`config.mk`:
```
export PLATFORM = sky130hd
export DESIGN_NAME = spi_dev_proto_regbus
export DESIGN_NICKNAME = d
export VERILOG_FILES = /design/src/rtl/spi_dev_proto_regbus.sv
export SDC_FILE = /design/constraint.sdc
export NUM_CORES = 1
export LEC_CHECK = 0
export BUFFER_PORTS_ARGS = -buffer_cell sky130_fd_sc_hd__buf_2
export CORE_MARGIN = 4
export CORE_UTILIZATION = 45
export DETAILED_ROUTE_END_ITERATION = 7
export GPL_TIMING_DRIVEN = 0
export PLACE_DENSITY = 0.73
export RECOVER_POWER = 25
export SLEW_MARGIN = 10
export SYNTH_ARGS = -nofsm -noshare
export SYNTH_HDL_FRONTEND = slang
export SYNTH_SLANG_ARGS = --single-unit
```
`constraint.sdc`:
```
create_clock -name clk -period 5.39 [get_ports clk]
set_input_delay 1.078 -clock clk [delete_from_list [all_inputs] [get_ports clk]]
set_output_delay 1.078 -clock clk [all_outputs]
set_load 0.1 [all_outputs]
```
`src/rtl/spi_dev_proto_regbus.sv`:
```
// rtl/spi_dev_proto_regbus.sv - SPI device protocol layer: command/address decode onto a byte-wide register bus
module spi_dev_proto_regbus #(
    parameter int          AW          = 16,
    parameter int          DUMMY_BYTES = 1,
    parameter logic [7:0]  SYNC_BYTE   = 8'hA5,
    parameter logic [7:0]  FILL_BYTE   = 8'h00,
    parameter logic [7:0]  CMD_WR      = 8'h02,
    parameter logic [7:0]  CMD_RD      = 8'h03
) (
    input  logic          clk,
    input  logic          rst,
    input  logic [7:0]    usr_mosi_data,
    input  logic          usr_mosi_stb,
    output logic [7:0]    usr_miso_data,
    input  logic          usr_miso_ack,
    input  logic          csn_state,
    input  logic          csn_rise,
    input  logic          csn_fall,
    output logic [AW-1:0] bus_addr,
    output logic [7:0]    bus_wdata,
    output logic          bus_we,
    output logic          bus_re,
    input  logic [7:0]    bus_rdata,
    input  logic          bus_rvalid,
    output logic          err_underrun,
    output logic          pw_end
);
    localparam int         ADDR_BYTES = AW / 8;
    localparam logic [1:0] LAST_AB    = 2'(ADDR_BYTES - 1);
    localparam logic [7:0] LAST_FILL  = 8'(ADDR_BYTES + DUMMY_BYTES);

    typedef enum logic [2:0] {S_IDLE, S_ADDR, S_WDATA, S_RDATA, S_DROP} state_t;

    state_t          r_state, w_state_nxt;
    logic            r_mode_rd;
    logic [1:0]      r_acnt;
    logic [AW-1:0]   r_addr;
    logic [7:0]      r_wdata, r_rbuf, r_slot;
    logic            r_we, r_re, r_rbuf_valid, r_rd_pend, r_rd_discard, r_re_want, r_err;

    logic w_cs_reset, w_data_slot, w_in_rdata, w_is_cmd;
    logic w_consume, w_underrun, w_addr_done, w_re_req, w_re_go;

    // Either chip-select edge starts over; csn_fall alone counts as a fresh transaction.
    assign w_cs_reset  = csn_rise | csn_fall;
    assign w_data_slot = (r_slot > LAST_FILL);
    assign w_in_rdata  = (r_state == S_RDATA);
    assign w_is_cmd    = (usr_mosi_data == CMD_WR) || (usr_mosi_data == CMD_RD);
    assign w_consume   = usr_miso_ack && w_data_slot && w_in_rdata && r_rbuf_valid;
    assign w_underrun  = usr_miso_ack && w_data_slot && w_in_rdata && !r_rbuf_valid;
    assign w_addr_done = usr_mosi_stb && (r_state == S_ADDR) && (r_acnt == LAST_AB);
    // A read request waits here until the single outstanding read has returned.
    assign w_re_req    = ((w_addr_done && r_mode_rd) || w_consume || r_re_want)
                         && !w_cs_reset && !w_underrun;
    assign w_re_go     = w_re_req && !r_rd_pend && !r_re;

    assign bus_addr     = r_addr;
    assign bus_wdata    = r_wdata;
    assign bus_we       = r_we;
    assign bus_re       = r_re;
    assign err_underrun = r_err;
    assign pw_end       = csn_rise;

    always_comb begin
        usr_miso_data = FILL_BYTE;
        if (r_slot == 8'd0)
            usr_miso_data = SYNC_BYTE;
        else if (w_data_slot && w_in_rdata && r_rbuf_valid)
            usr_miso_data = r_rbuf;
    end

    always_comb begin
        w_state_nxt = r_state;
        if (w_cs_reset) begin
            w_state_nxt = S_IDLE;
        end else if (w_underrun) begin
            w_state_nxt = S_DROP;
        end else if (usr_mosi_stb) begin
            case (r_state)
                S_IDLE:  w_state_nxt = w_is_cmd ? S_ADDR : S_DROP;
                S_ADDR:  if (r_acnt == LAST_AB) w_state_nxt = r_mode_rd ? S_RDATA : S_WDATA;
                default: w_state_nxt = r_state;
            endcase
        end
    end

    always_ff @(posedge clk) begin
        if (rst) begin
            r_state      <= S_IDLE;
            r_mode_rd    <= 1'b0;
            r_acnt       <= 2'd0;
            r_addr       <= '0;
            r_wdata      <= 8'd0;
            r_we         <= 1'b0;
            r_re         <= 1'b0;
            r_rbuf       <= 8'd0;
            r_rbuf_valid <= 1'b0;
            r_rd_pend    <= 1'b0;
            r_rd_discard <= 1'b0;
            r_re_want    <= 1'b0;
            r_slot       <= 8'd0;
            r_err        <= 1'b0;
        end else begin
            r_state   <= w_state_nxt;
            r_we      <= 1'b0;
            r_re      <= w_re_go;
            r_re_want <= w_re_req && !w_re_go;

            if (usr_mosi_stb && !w_cs_reset) begin
                case (r_state)
                    S_IDLE: if (w_is_cmd) begin
                        r_mode_rd <= (usr_mosi_data == CMD_RD);
                        r_acnt    <= 2'd0;
                    end
                    S_ADDR: begin
                        r_addr <= (r_addr << 8) | AW'(usr_mosi_data);
                        r_acnt <= r_acnt + 2'd1;
                    end
                    S_WDATA: begin
                        r_we    <= 1'b1;
                        r_wdata <= usr_mosi_data;
                    end
                    default: ;
                endcase
            end
            if (r_we || w_consume)
                r_addr <= r_addr + AW'(1);

            if (r_re)
                r_rd_pend <= 1'b1;
            else if (bus_rvalid)
                r_rd_pend <= 1'b0;

            // A read still in flight at deselect belongs to the old transaction.
            if (w_cs_reset && ((r_rd_pend && !bus_rvalid) || r_re))
                r_rd_discard <= 1'b1;
            else if (bus_rvalid)
                r_rd_discard <= 1'b0;

            if (w_cs_reset || w_consume) begin
                r_rbuf_valid <= 1'b0;
            end else if (bus_rvalid && !r_rd_discard && !w_underrun) begin
                r_rbuf       <= bus_rdata;
                r_rbuf_valid <= 1'b1;
            end

            if (csn_state)
                r_slot <= 8'd0;
            else if (usr_miso_ack && (r_slot != 8'hFF))
                r_slot <= r_slot + 8'd1;

            if (csn_fall)
                r_err <= 1'b0;
            else if (w_underrun)
                r_err <= 1'b1;
        end
    end
endmodule

```
---- After elaboration in Yosys (flattened, before gate mapping) ----
Cells that the tools add are included.
word-level totals
  register bits after elaboration ......... 53
operators by class
  multiplexer cells ....................... 17
  bitwise gates (word level) .............. 4
  add/subtract/negate cells ............... 3
  $lt $le $gt $ge ......................... 1
  reduce and logical (&&, ||, !) cells .... 56
  equal/unequal tests ..................... 10
operators by type and width
  cell                     number
  $mux W16                 3
  $logic_and A1 B1 Y1      20
  $add A16 B1 Y16 const B  1
  $eq A8 B2 Y1 const B     2
  $mux W8                  2
  $or A16 B8 Y16           1
  $mux W3                  4
  $reduce_and A3 Y1        4
  $reduce_bool A2 Y1       6
  $reduce_or A2 Y1         5
  $add A8 B1 Y8 const B    1
  $gt A8 B2 Y1 const B     1
  $logic_not A1 Y1         8
  $logic_not A8 Y1         1
  $ne A8 B8 Y1 const B     1
  $eq A3 B2 Y1 const B     2
  $logic_or A1 B1 Y1       6
  $pmux W3 S2              1
  $reduce_and A2 Y1        3
  $mux W1                  5
  $pmux W2 S2              1
  $eq A3 B1 Y1 const B     1
  $logic_not A3 Y1         1
  $ne A3 B2 Y1 const B     1
  other kinds (9)          10

---- Logic depth before layout (Yosys ltp) ----
  depth after elaboration ................. 12
  depth in mapped cells ................... 7
  gate-level depth less buffers ........... 6

---- Worst setup path after synthesis ----
Ideal clock, no wire load.
  path type ............................... reg2out
  start point ............................. register r_state[1]
  end point ............................... output usr_miso_data[1]
  stages on the path, launching flop included .. 5
  arrival time ............................ 1901 ps
  setup slack ............................. 2411 ps
  path buffers ............................ 1
  path through ............................ dfxtp_1 > nor2b_1 > clkbuf_1 > o2111a_1 > and2_1
between the ends
  longest elaborated chain between the ends .. 5
RTL lines
  item                               RTL line  RTL
  from (decl)                        34        state_t r_state, w_state_nxt;
  from (signal assigned)             104       r_state <= w_state_nxt;
  $eq A3 B2 Y1                       47        assign w_in_rdata = (r_state == S_RDATA);
  $logic_and A1 B1 Y1 (2 in series)  68        else if (w_data_slot && w_in_rdata && r_rbuf_valid)
  $mux W8                            68
  $mux W8                            66        if (r_slot == 8'd0)
  to (decl)                          14        output logic [7:0] usr_miso_data,
Every way passes these cells.

---- Worst setup path in the final report ----
  start point ............................. register r_state[1]
  end point ............................... output usr_miso_data[3]
Same word-level chain as after synthesis.

==> impl_results.md <==
* Required time at the worst-slack endpoint at 4.31 ns
* Reg2reg setup slack at 2.97 ns
* Clock Latency Late Sink at 0.32 ns
* Rows at 27
* Antenna-violating nets left at 0
* Die area at 7020 µm²
* Relative slew slack at 0.227
* Critical path arrival at 2.31 ns
* Crit path max fanout at 10
* Synthesis-to-finish area growth at 18.3%
* Vias in the first global route at 2378
* H-tree depth at 2
* Synthesized flop and latch total at 53
* RSZ-0062 raised after global routing: false
* Post-Route WL at about 6400 µm
* HPWL after DPL at approximately 4700 µm
* Die Y at 83.8 µm
* Final setup vio count at 0
* CTS Buf Count at 5
* Sequential fraction of the synthesis area at 0.411
* Layout cell share with drive strength beyond 1 at 0.186
* Capturing point of the worst reg2reg path: bus_addr[13]
* Final non-filler cell total at 453
* Fraction of registers with async set/reset at 0
* # Post-CTS Setup Buffers at 0
* Final instance area at approximately 3100 µm²
* Drt initial violations at 108
* Pleak at 1.34 nW
* Cell depth of the worst flop-to-flop path at 6
* Final GP Congestion at 0.882
* Worst Hold End: r_acnt[1]
* I/O Buffers at 59
* Slew Limit Fails at 0
* Min Hold Slack at 0.457 ns
* Critical Path Source Type: register
* Fmax achieved at ~0.29 GHz
* Commonest non-fill, non-tap cell in the layout: buf_2
* R2r startpoint: r_state[0]
* Max IR drop VDD at 0.000114 V
* Synth cell types at 52
* Crit Path Class: reg -> out
* Initial core utilization at 0.466
* Root Driver: clkbuf_8
* Hold path cells at 2
* Mapped Nets at 342
* Final Skew at about 0.012 ns
* TNS Setup at 0 ns
* Total power at slightly below 700 µW
* Mapped cell area at 2580 µm²
* CTS tree: built
* Synthesized area per cell at 8.23 µm²
* Max Cap Viol at 0
* First-pass GRT wire length at 10900 µm
* Grt ovf at 0
* Core box area at 5540 µm²
* Routed wire per std cell at 14.0 µm
* Number of flops mapped to enable cells by yosys at 0
* CTS Hold Bufs at 0
* Post-DP Area at 2970 µm²
* Slew @ Worst Pin at ~1.2 ns
* Worst hold start: r_acnt[1]
* Clock slew at reported path FFs at 0.09 ns
* CTS max path bufs at 2
* DR vias at 2526
* Status: completed
* Fillers at 550
* Syn. warnings at 0
* Cell Count Post-Placement at between 400 and 500
* I/O pins at 60
* Mapped Cells at 314
* ANT cells at 0
* Vias per Instance at 5.58
* All-Layer GR Usage at 0.186
* Chip width at 83.8 µm
* Minimum clock period at between 3 and 4 ns
* Critical Path Sink Type: output port
* Largest net degree at the start of global routing at 17
* DRC at 0
* Period utilization at 0.629
* PwrDens at approximately 230 nW/µm²
* Commonest cells after routing, fill and taps aside: buf_2, dfxtp_1, nor2_1
* Top FF cell, synth: dfxtp_1
* HP Class: reg -> reg
* Final Hold Vio Count at 0
* Number of cells upsized or downsized after cts at 0
* Detailed Routing Iterations Pass 1 at 4
* Antenna violations before repair at 0
* Final #Nets at 408
* CTS Sinks at between 50 and 60
## sequential cells by signal, indices dropped and copies added (netlist names), 2 cells and up
register / count
r_rbuf: 8
bus_addr: 16
r_slot: 8
r_acnt: 2
r_state: 3
bus_wdata: 8
## worst max-delay path, stage by stage (launching register included)
cell	delay, ns
dfxtp_1	0.41
nor2b_1	0.20
clkbuf_1	0.38
o2111a_1	0.40
and2_1	0.18
buf_2	0.42
## stage by stage
stage                     utilization  setup WS (ns)
after floorplan                     -           2.41
after global placement          0.536           2.23
after detailed placement        0.536           2.26
after CTS                       0.553           2.00
after global routing            0.552           1.77
final                           0.552           2.00
## power breakdown
group | internal, mW | switching (mW) | leakage (nW) | total (mW)
clock network | 0.104 | 0.136 | 0.0512 | 0.241
logic | 0.0161 | 0.0412 | 0.863 | 0.0573
registers | 0.394 | 0.00202 | 0.428 | 0.396
total | 0.515 | 0.180 | 1.34 | 0.694
## layer usage
layer,up-vias,GRT usage,part of all wire
met2,72,0.301,0.47
met1,1177,0.242,0.46
li1,1266,-,-
met5,-,0,0
met4,0,0.0716,0.020
met3,11,0.0405,0.057
## synthesized netlist by cell type, types with 2 or more instances
library cell / instances / area share
and3_1: 13 / 0.031
ha_1: 4 / 0.019
a2111oi_0: 3 / 0.010
o211a_1: 3 / 0.012
o22ai_1: 2 / 0.0048
or3_1: 2 / 0.0048
or2_2: 2 / 0.0048
a32oi_1: 3 / 0.010
o21ai_0: 5 / 0.0097
or3b_2: 2 / 0.0068
o2111a_1: 2 / 0.0087
nand4_1: 7 / 0.017
xor2_1: 3 / 0.010
a22oi_1: 3 / 0.0087
dfxtp_1: 53 / 0.41
a21oi_1: 29 / 0.056
nand3b_1: 2 / 0.0058
mux2i_1: 11 / 0.043
a211o_1: 3 / 0.010
nand2_1: 30 / 0.044
and2_1: 6 / 0.015
inv_1: 9 / 0.013
nand3_1: 15 / 0.029
buf_4: 2 / 0.0058
nor3b_1: 4 / 0.012
and4_1: 2 / 0.0068
a311oi_1: 3 / 0.010
nor3_1: 10 / 0.019
o31ai_1: 2 / 0.0058
a211oi_1: 2 / 0.0058
clkbuf_1: 9 / 0.013
nor2_1: 42 / 0.061
xnor2_1: 3 / 0.010
buf_2: 2 / 0.0039
nor2b_1: 2 / 0.0048
nand2b_1: 3 / 0.0073
## logic make-up (layout without fill, tap and decap cells)
family                     Yosys count  count (layout)  share of synthesized area
and+or+nand+nor                    146             146                      0.283
AOI/OAI and AO/OA                   70              70                      0.185
DFF                                 53              53                      0.411
buffers and inverters               24              91                     0.0387
muxes                               11              11                     0.0426
xor gates and xnor gates             6               6                     0.0203
adders and majority gates            4               4                     0.0194
## how the worst max path moves through the flow
stage / start / to / slack [ns]
finish: r_state[1] / usr_miso_data[3] / 2.00
global route: r_state[1] / usr_miso_data[2] / 1.77
CTS: r_state[1] / usr_miso_data[3] / 2.00
detailed placement: csn_fall / bus_addr[13] / 2.26
global placement: csn_fall / bus_addr[13] / 2.23
floorplan: r_state[1] / usr_miso_data[1] / 2.41
## cell type report
class | count | area (µm²) | share of cell area
Buffer | 14 | 62.6 | 0.0205
Clock buffer | 6 | 82.6 | 0.0270
Tap cell | 72 | 90.1 | 0.0295
Inverter | 10 | 37.5 | 0.0123
Sequential cell | 53 | 1060 | 0.347
Clock inverter | 2 | 13.8 | 0.00450
Multi-Input combinational cell | 237 | 1420 | 0.465
Timing Repair Buffer | 59 | 287 | 0.0937
No activity file was read; power rests on OpenSTA's default activity.
